[src/rtl/vsim_send_arbiter.sv]
// ---------------------------------------------------------------------------
// vsim_send_arbiter
//
// Shares one simulation message-send sink (enq/last/RDY, PipeIn style) between
// NUM_REQ requesters. Arbitration is round-robin at message granularity: the
// winning requester owns the sink until its last beat is accepted. A single
// registered output stage decouples the sink RDY from the requester side.
// A wrapping message counter and a sticky over-length flag are kept for
// bench/debug visibility.
//
// Ports
//   CLK            clock, all state on rising edge
//   nRST           synchronous reset, active high
//   req_enq__ENA   per-requester beat valid
//   req_enq_v      per-requester data, requester i at [i*WIDTH +: WIDTH]
//   req_enq_last   per-requester last-beat flag
//   req_enq__RDY   per-requester accept (beat moves on ENA & RDY)
//   out_enq__ENA   beat valid to sink (output buffer occupied)
//   out_enq_v      beat data to sink
//   out_enq_last   last flag to sink
//   out_enq__RDY   sink accept
//   msg_count      messages forwarded (last beats taken by sink), wraps
//   owner          current / most recently granted requester
//   locked         a multi-beat message is in progress
//   err_overlen    sticky: a message reached MAX_BEATS beats without last
// ---------------------------------------------------------------------------
module vsim_send_arbiter #(
  parameter int NUM_REQ   = 4,
  parameter int WIDTH     = 32,
  parameter int MAX_BEATS = 256
) (
  input  logic                       CLK,
  input  logic                       nRST,
  input  logic [NUM_REQ-1:0]         req_enq__ENA,
  input  logic [NUM_REQ*WIDTH-1:0]   req_enq_v,
  input  logic [NUM_REQ-1:0]         req_enq_last,
  output logic [NUM_REQ-1:0]         req_enq__RDY,
  output logic                       out_enq__ENA,
  output logic [WIDTH-1:0]           out_enq_v,
  output logic                       out_enq_last,
  input  logic                       out_enq__RDY,
  output logic [31:0]                msg_count,
  output logic [$clog2(NUM_REQ)-1:0] owner,
  output logic                       locked,
  output logic                       err_overlen
);

  localparam int IW = $clog2(NUM_REQ);
  localparam int CW = $clog2(MAX_BEATS + 1);
  localparam logic [CW-1:0] BEATS_MAX = CW'(MAX_BEATS);

  // state    | meaning
  // ST_IDLE  | no message open; round-robin pick among requesters with ENA
  // ST_LOCKED| owner_q is mid-message; only the owner may be accepted
  typedef enum logic {
    ST_IDLE   = 1'b0,
    ST_LOCKED = 1'b1
  } state_t;

  state_t            state_q,     state_d;
  logic [IW-1:0]     rr_ptr_q,    rr_ptr_d;
  logic [IW-1:0]     owner_q,     owner_d;
  logic              buf_valid_q, buf_valid_d;
  logic [WIDTH-1:0]  buf_data_q,  buf_data_d;
  logic              buf_last_q,  buf_last_d;
  logic [31:0]       msg_count_q, msg_count_d;
  logic [CW-1:0]     beat_cnt_q,  beat_cnt_d;
  logic              err_q,       err_d;

  logic [WIDTH-1:0]  req_data [NUM_REQ];
  logic [IW-1:0]     sel;
  logic              sel_found;
  logic [IW-1:0]     cand;
  logic [IW-1:0]     gnt_idx;
  logic              gnt_ok;
  logic              can_accept;
  logic              drain;
  logic              accept;
  logic              acc_last;
  logic [CW-1:0]     beat_next;
  logic [NUM_REQ-1:0] rdy;

  for (genvar gi = 0; gi < NUM_REQ; gi++) begin : g_unpack
    assign req_data[gi] = req_enq_v[gi*WIDTH +: WIDTH];
  end

  // Round-robin scan starting at rr_ptr_q; first requester with ENA wins.
  always_comb begin
    sel       = rr_ptr_q;
    sel_found = 1'b0;
    cand      = '0;
    for (int k = 0; k < NUM_REQ; k++) begin
      cand = IW'((int'(rr_ptr_q) + k) % NUM_REQ);
      if (!sel_found && req_enq__ENA[cand]) begin
        sel       = cand;
        sel_found = 1'b1;
      end
    end
  end

  always_comb begin
    state_d     = state_q;
    rr_ptr_d    = rr_ptr_q;
    owner_d     = owner_q;
    buf_valid_d = buf_valid_q;
    buf_data_d  = buf_data_q;
    buf_last_d  = buf_last_q;
    msg_count_d = msg_count_q;
    beat_cnt_d  = beat_cnt_q;
    err_d       = err_q;
    beat_next   = beat_cnt_q;

    // The buffer can take a new beat when empty or when it drains this cycle,
    // which gives back-to-back throughput without a bubble.
    can_accept = ~buf_valid_q | out_enq__RDY;
    drain      = buf_valid_q & out_enq__RDY;

    // While locked the owner's RDY does not look at any ENA.
    gnt_idx = (state_q == ST_LOCKED) ? owner_q : sel;
    gnt_ok  = (state_q == ST_LOCKED) | sel_found;

    rdy = '0;
    if (!nRST && gnt_ok && can_accept) begin
      rdy[gnt_idx] = 1'b1;
    end
    accept   = rdy[gnt_idx] & req_enq__ENA[gnt_idx];
    acc_last = req_enq_last[gnt_idx];

    if (drain) begin
      buf_valid_d = 1'b0;
      if (buf_last_q) begin
        msg_count_d = msg_count_q + 32'd1;
      end
    end

    if (accept) begin
      buf_valid_d = 1'b1;
      buf_data_d  = req_data[gnt_idx];
      buf_last_d  = acc_last;
      owner_d     = gnt_idx;

      if (state_q == ST_IDLE) begin
        beat_next = CW'(1);
      end else if (beat_cnt_q == BEATS_MAX) begin
        beat_next = BEATS_MAX;
      end else begin
        beat_next = beat_cnt_q + CW'(1);
      end
      beat_cnt_d = beat_next;

      // Flag only; the message keeps flowing until the requester ends it.
      if ((beat_next == BEATS_MAX) && !acc_last) begin
        err_d = 1'b1;
      end

      if (acc_last) begin
        state_d  = ST_IDLE;
        rr_ptr_d = IW'((int'(gnt_idx) + 1) % NUM_REQ);
      end else begin
        state_d  = ST_LOCKED;
      end
    end
  end

  always_ff @(posedge CLK) begin
    if (nRST) begin
      state_q     <= ST_IDLE;
      rr_ptr_q    <= '0;
      owner_q     <= '0;
      buf_valid_q <= 1'b0;
      buf_data_q  <= '0;
      buf_last_q  <= 1'b0;
      msg_count_q <= '0;
      beat_cnt_q  <= '0;
      err_q       <= 1'b0;
    end else begin
      state_q     <= state_d;
      rr_ptr_q    <= rr_ptr_d;
      owner_q     <= owner_d;
      buf_valid_q <= buf_valid_d;
      buf_data_q  <= buf_data_d;
      buf_last_q  <= buf_last_d;
      msg_count_q <= msg_count_d;
      beat_cnt_q  <= beat_cnt_d;
      err_q       <= err_d;
    end
  end

  assign req_enq__RDY = rdy;
  assign out_enq__ENA = buf_valid_q;
  assign out_enq_v    = buf_data_q;
  assign out_enq_last = buf_last_q;
  assign msg_count    = msg_count_q;
  assign owner        = owner_q;
  assign locked       = (state_q == ST_LOCKED);
  assign err_overlen  = err_q;

endmodule

[config.mk]
export PLATFORM = sky130hd
export DESIGN_NAME = vsim_send_arbiter
export DESIGN_NICKNAME = d
export VERILOG_FILES = /design/src/rtl/vsim_send_arbiter.sv
export SDC_FILE = /design/constraint.sdc
export NUM_CORES = 1
export LEC_CHECK = 0
export ABC_AREA = 0
export CORE_UTILIZATION = 40
export DETAILED_ROUTE_END_ITERATION = 8
export PLACE_DENSITY = 0.88
export SKIP_CTS_REPAIR_TIMING = 1
export SYNTH_ARGS = -nofsm -noshare
export SYNTH_HDL_FRONTEND = slang
export SYNTH_SLANG_ARGS = --single-unit
[constraint.sdc]
create_clock -name CLK -period 2.8 [get_ports CLK]
set_input_delay 0.56 -clock CLK [delete_from_list [all_inputs] [get_ports CLK]]
set_output_delay 0.56 -clock CLK [all_outputs]
set_load 0.05 [all_outputs]
==> flow_summary.yaml <==
outcome:
  status: "complete, no violations"
place:
  post-place-ws_ns: -0.429
  dp_hpwl_um: 12400
  place_area_mm2: 0.00715
  gp_congestion: 0.875
  place.port_buffers: 212
job:
  cap_violations: 0
sta:
  rsz0062_at_grt: "false"
  fin_crit_sh_pct: 95.6
  setup_viol: 0
  worst_slack_ns: 0.122
  clock_skew_ns: 0.00832
  max_freq_mhz: 373
  post-route-min-period_ns: 2.68
  hold_viol: 0
  worst_slew_margin_rel_pct: 60.1
  worst_pin_slew_ns: 0.595
  maxSlewViolCount: 0
drt:
  drc: 0
  avgViaCountPerCell: 5.74
  antenna_left: 0
  num_vias: 5393
  routed_wl_um: 16500
  drt_iter0_markers: 362
  wl_per_cell_um: 17.6
  dr.pass1.iters: 7
global_route:
  grt_pass1_vias: 5318
  overflow: 0
  grt_use_total_pct: 28.3
  gr-max-usage-layer: "met2"
  grt_util_met3_pct: 7.95
  use_met2_pct: 48.4
  antenna_found_initial: 0
  grt_pass1_wl_um: 26100
  grt_max_degree: 61
  grtUsageMet1_pct: 32.5
critical_path:
  path_common_cell: "inv_1"
  crit_required_ns: 2.24
  crit_arrival_ns: 2.12
  start_kind: "register"
  critPathMaxFanout: 6
  slowest_stage: "dfxtp_1"
  path_buf_inv: 4
  path_delay_family: "buffers and inverters"
  slowest_delay_ns: 0.45
  path_cells: "inv_1 > a211o_1 > o221ai_4 > buf_6 > inv_1 > nor3_4 > buf_12"
  critPathKind: "reg -> out"
  cp-end-kind: "output pin"
logic_synthesis:
  ys_async_sr_fraction_pct: 0
  synth-adder-area-share_pct: 0.816
  seq_area_frac_synth_pct: 35.3
  synth-edff-count: 0
  synth_top_family_by_area: "compound AO/OA/AOI/OAI gates"
  synth_nets: 719
  yosys_register_bits: 81
  synthSimpleGateAreaFrac_pct: 25.7
  yosys.cell_count.top_type: "nand2_1"
  synth_top_cell_area_share_pct: 35.3
  yosys.area.top_type: "dfxtp_1"
  muxShareOfSynthArea_pct: 1.14
  synth.cells.most_frequent: "nand2_1, dfxtp_1, nor2_1, and3_1, a211oi_1"
  synth_compound_area_share_pct: 26.3
  synth.distinct_cells: 50
  synthCells: 577
  synthXorXnorAreaFrac_pct: 5.52
  syn-cell-area_mm2: 0.00460
  ys.warnings.count: 0
  syn_avg_cell_area_um2: 7.97
  ys.flop_type: "dfxtp_1"
  synth_area_leaders: "dfxtp_1, nand2_1, a311oi_1"
clock_network:
  worstSkewPairLatency_ns: 0.33
  clk_path_buf_depth: 2
  htree_levels: 3
  clkSlewWorstSetupHoldPaths_ns: 0.06
  clock_sinks: 81
  clockRootBuffer: "clkbuf_16"
  cts_tree: "yes"
  cts_buffers: 9
final_layout:
  layout-drive-gt1-share_pct: 13.9
  syn2layout_area_growth_pct: 63.2
  post-route-cell-area_mm2: 0.00750
  fin_util_pct: 68.0
  num_antenna_cells: 0
  nets: 937
  multi_input_area_mm2: 0.00279
  num-fill-cells: 856
  regArea_mm2: 0.00163
floorplanning:
  die_width_um: 109
  fp.dieArea_mm2: 0.0119
  core_mm2: 0.0110
  num_io_pins: 213
  die_height_um: 109
  rows: 38
  start_util_pct: 41.7
power:
  irDropWorstVdd_uv: 1010
  power_mw: 6.30
  p_leak_nw: 2.84
  power_density_mw_per_mm2: 839
worst_hold_path:
  hold_path_class: "reg -> reg"
[cell type report]
| class | count | area share [%] |
|---|---|---|
| multi-input cells | 437 | 37.2 |
| clock inverters | 6 | 0.900 |
| flip-flops and latches | 81 | 21.7 |
| clock buffers | 10 | 3.05 |
| repair buffers | 256 | 34.4 |
| inverters | 10 | 0.500 |
| well taps | 140 | 2.33 |
[tightest hold or removal path: cells and delay by family, from the launching register on]
kind | cells | cell delay, ns
DFF | 1 | 0.31
AOI/OAI and AO/OA | 1 | 0.05
buffers and inverters | 1 | 0.05
[layout by cell type, fill, tap and decap left out, drive strengths merged, types with 11 or more instances in the layout]
master         count
and3              42
buf               48
a31o              34
xor2              16
nand2             90
a21oi             18
nor2              47
dfxtp             81
xnor2             13
nand3             14
o21ai             18
inv               11
a211oi            38
clkdlybuf4s50    204
a311oi            32
[metrics by stage]
| stage | std cells | TNS, ns | hold WS [ns] |
|---|---|---|---|
| floorplan | 577 | -0.0432 | 0.457 |
| global placement | 922 | -5.72 | 0.441 |
| detailed placement | 922 | -11.72 | 0.439 |
| CTS | 938 | -1.03 | 0.448 |
| global route | 940 | 0 | 0.463 |
| finish | 940 | 0 | 0.451 |
[flip-flops by register name, summed over array words and instances, names as in the netlist]
name,count
beat_cnt_q,9
err_overlen,1
locked,1
msg_count,32
out_enq__ENA,1
out_enq_last,1
out_enq_v,32
owner,2
rr_ptr_q,2
[layer usage]
layer  part of all wire [%]  up-vias  routed length (um)
li1                       -     2565                   -
met5                      0        -                   0
met4                    4.3        0                 716
met2                     49      226                8080
met1                     40     2548                6690
met3                    6.4       54                1070
[final timing paths]
check | slack [ns] | from | endpoint | cells past startpoint
worst max-delay path | 0.12 | owner[1] | req_enq__RDY[2] | 7
worst min-delay path | 0.45 | err_overlen | err_overlen | 2
worst max register to register | 0.13 | rr_ptr_q[0] | out_enq_v[7] | 11
worst min register to register | 0.45 | err_overlen | err_overlen | 2
[where the power goes]
part	leakage (nW)	switching, mW	internal (mW)
clock network	0.139	0.484	0.694
registers	0.662	0.175	1.36
logic	2.04	2.05	1.54
[kinds of logic (layout without fill, tap and decap cells)]
group	after synthesis	in the layout
muxes	4	4
xor gates and xnor gates	29	29
DFF	81	81
AOI/OAI and AO/OA	157	157
and+or+nand+nor	244	244
adders and majority gates	3	3
buffers and inverters	59	282
(Power assumes the default switching activity.)
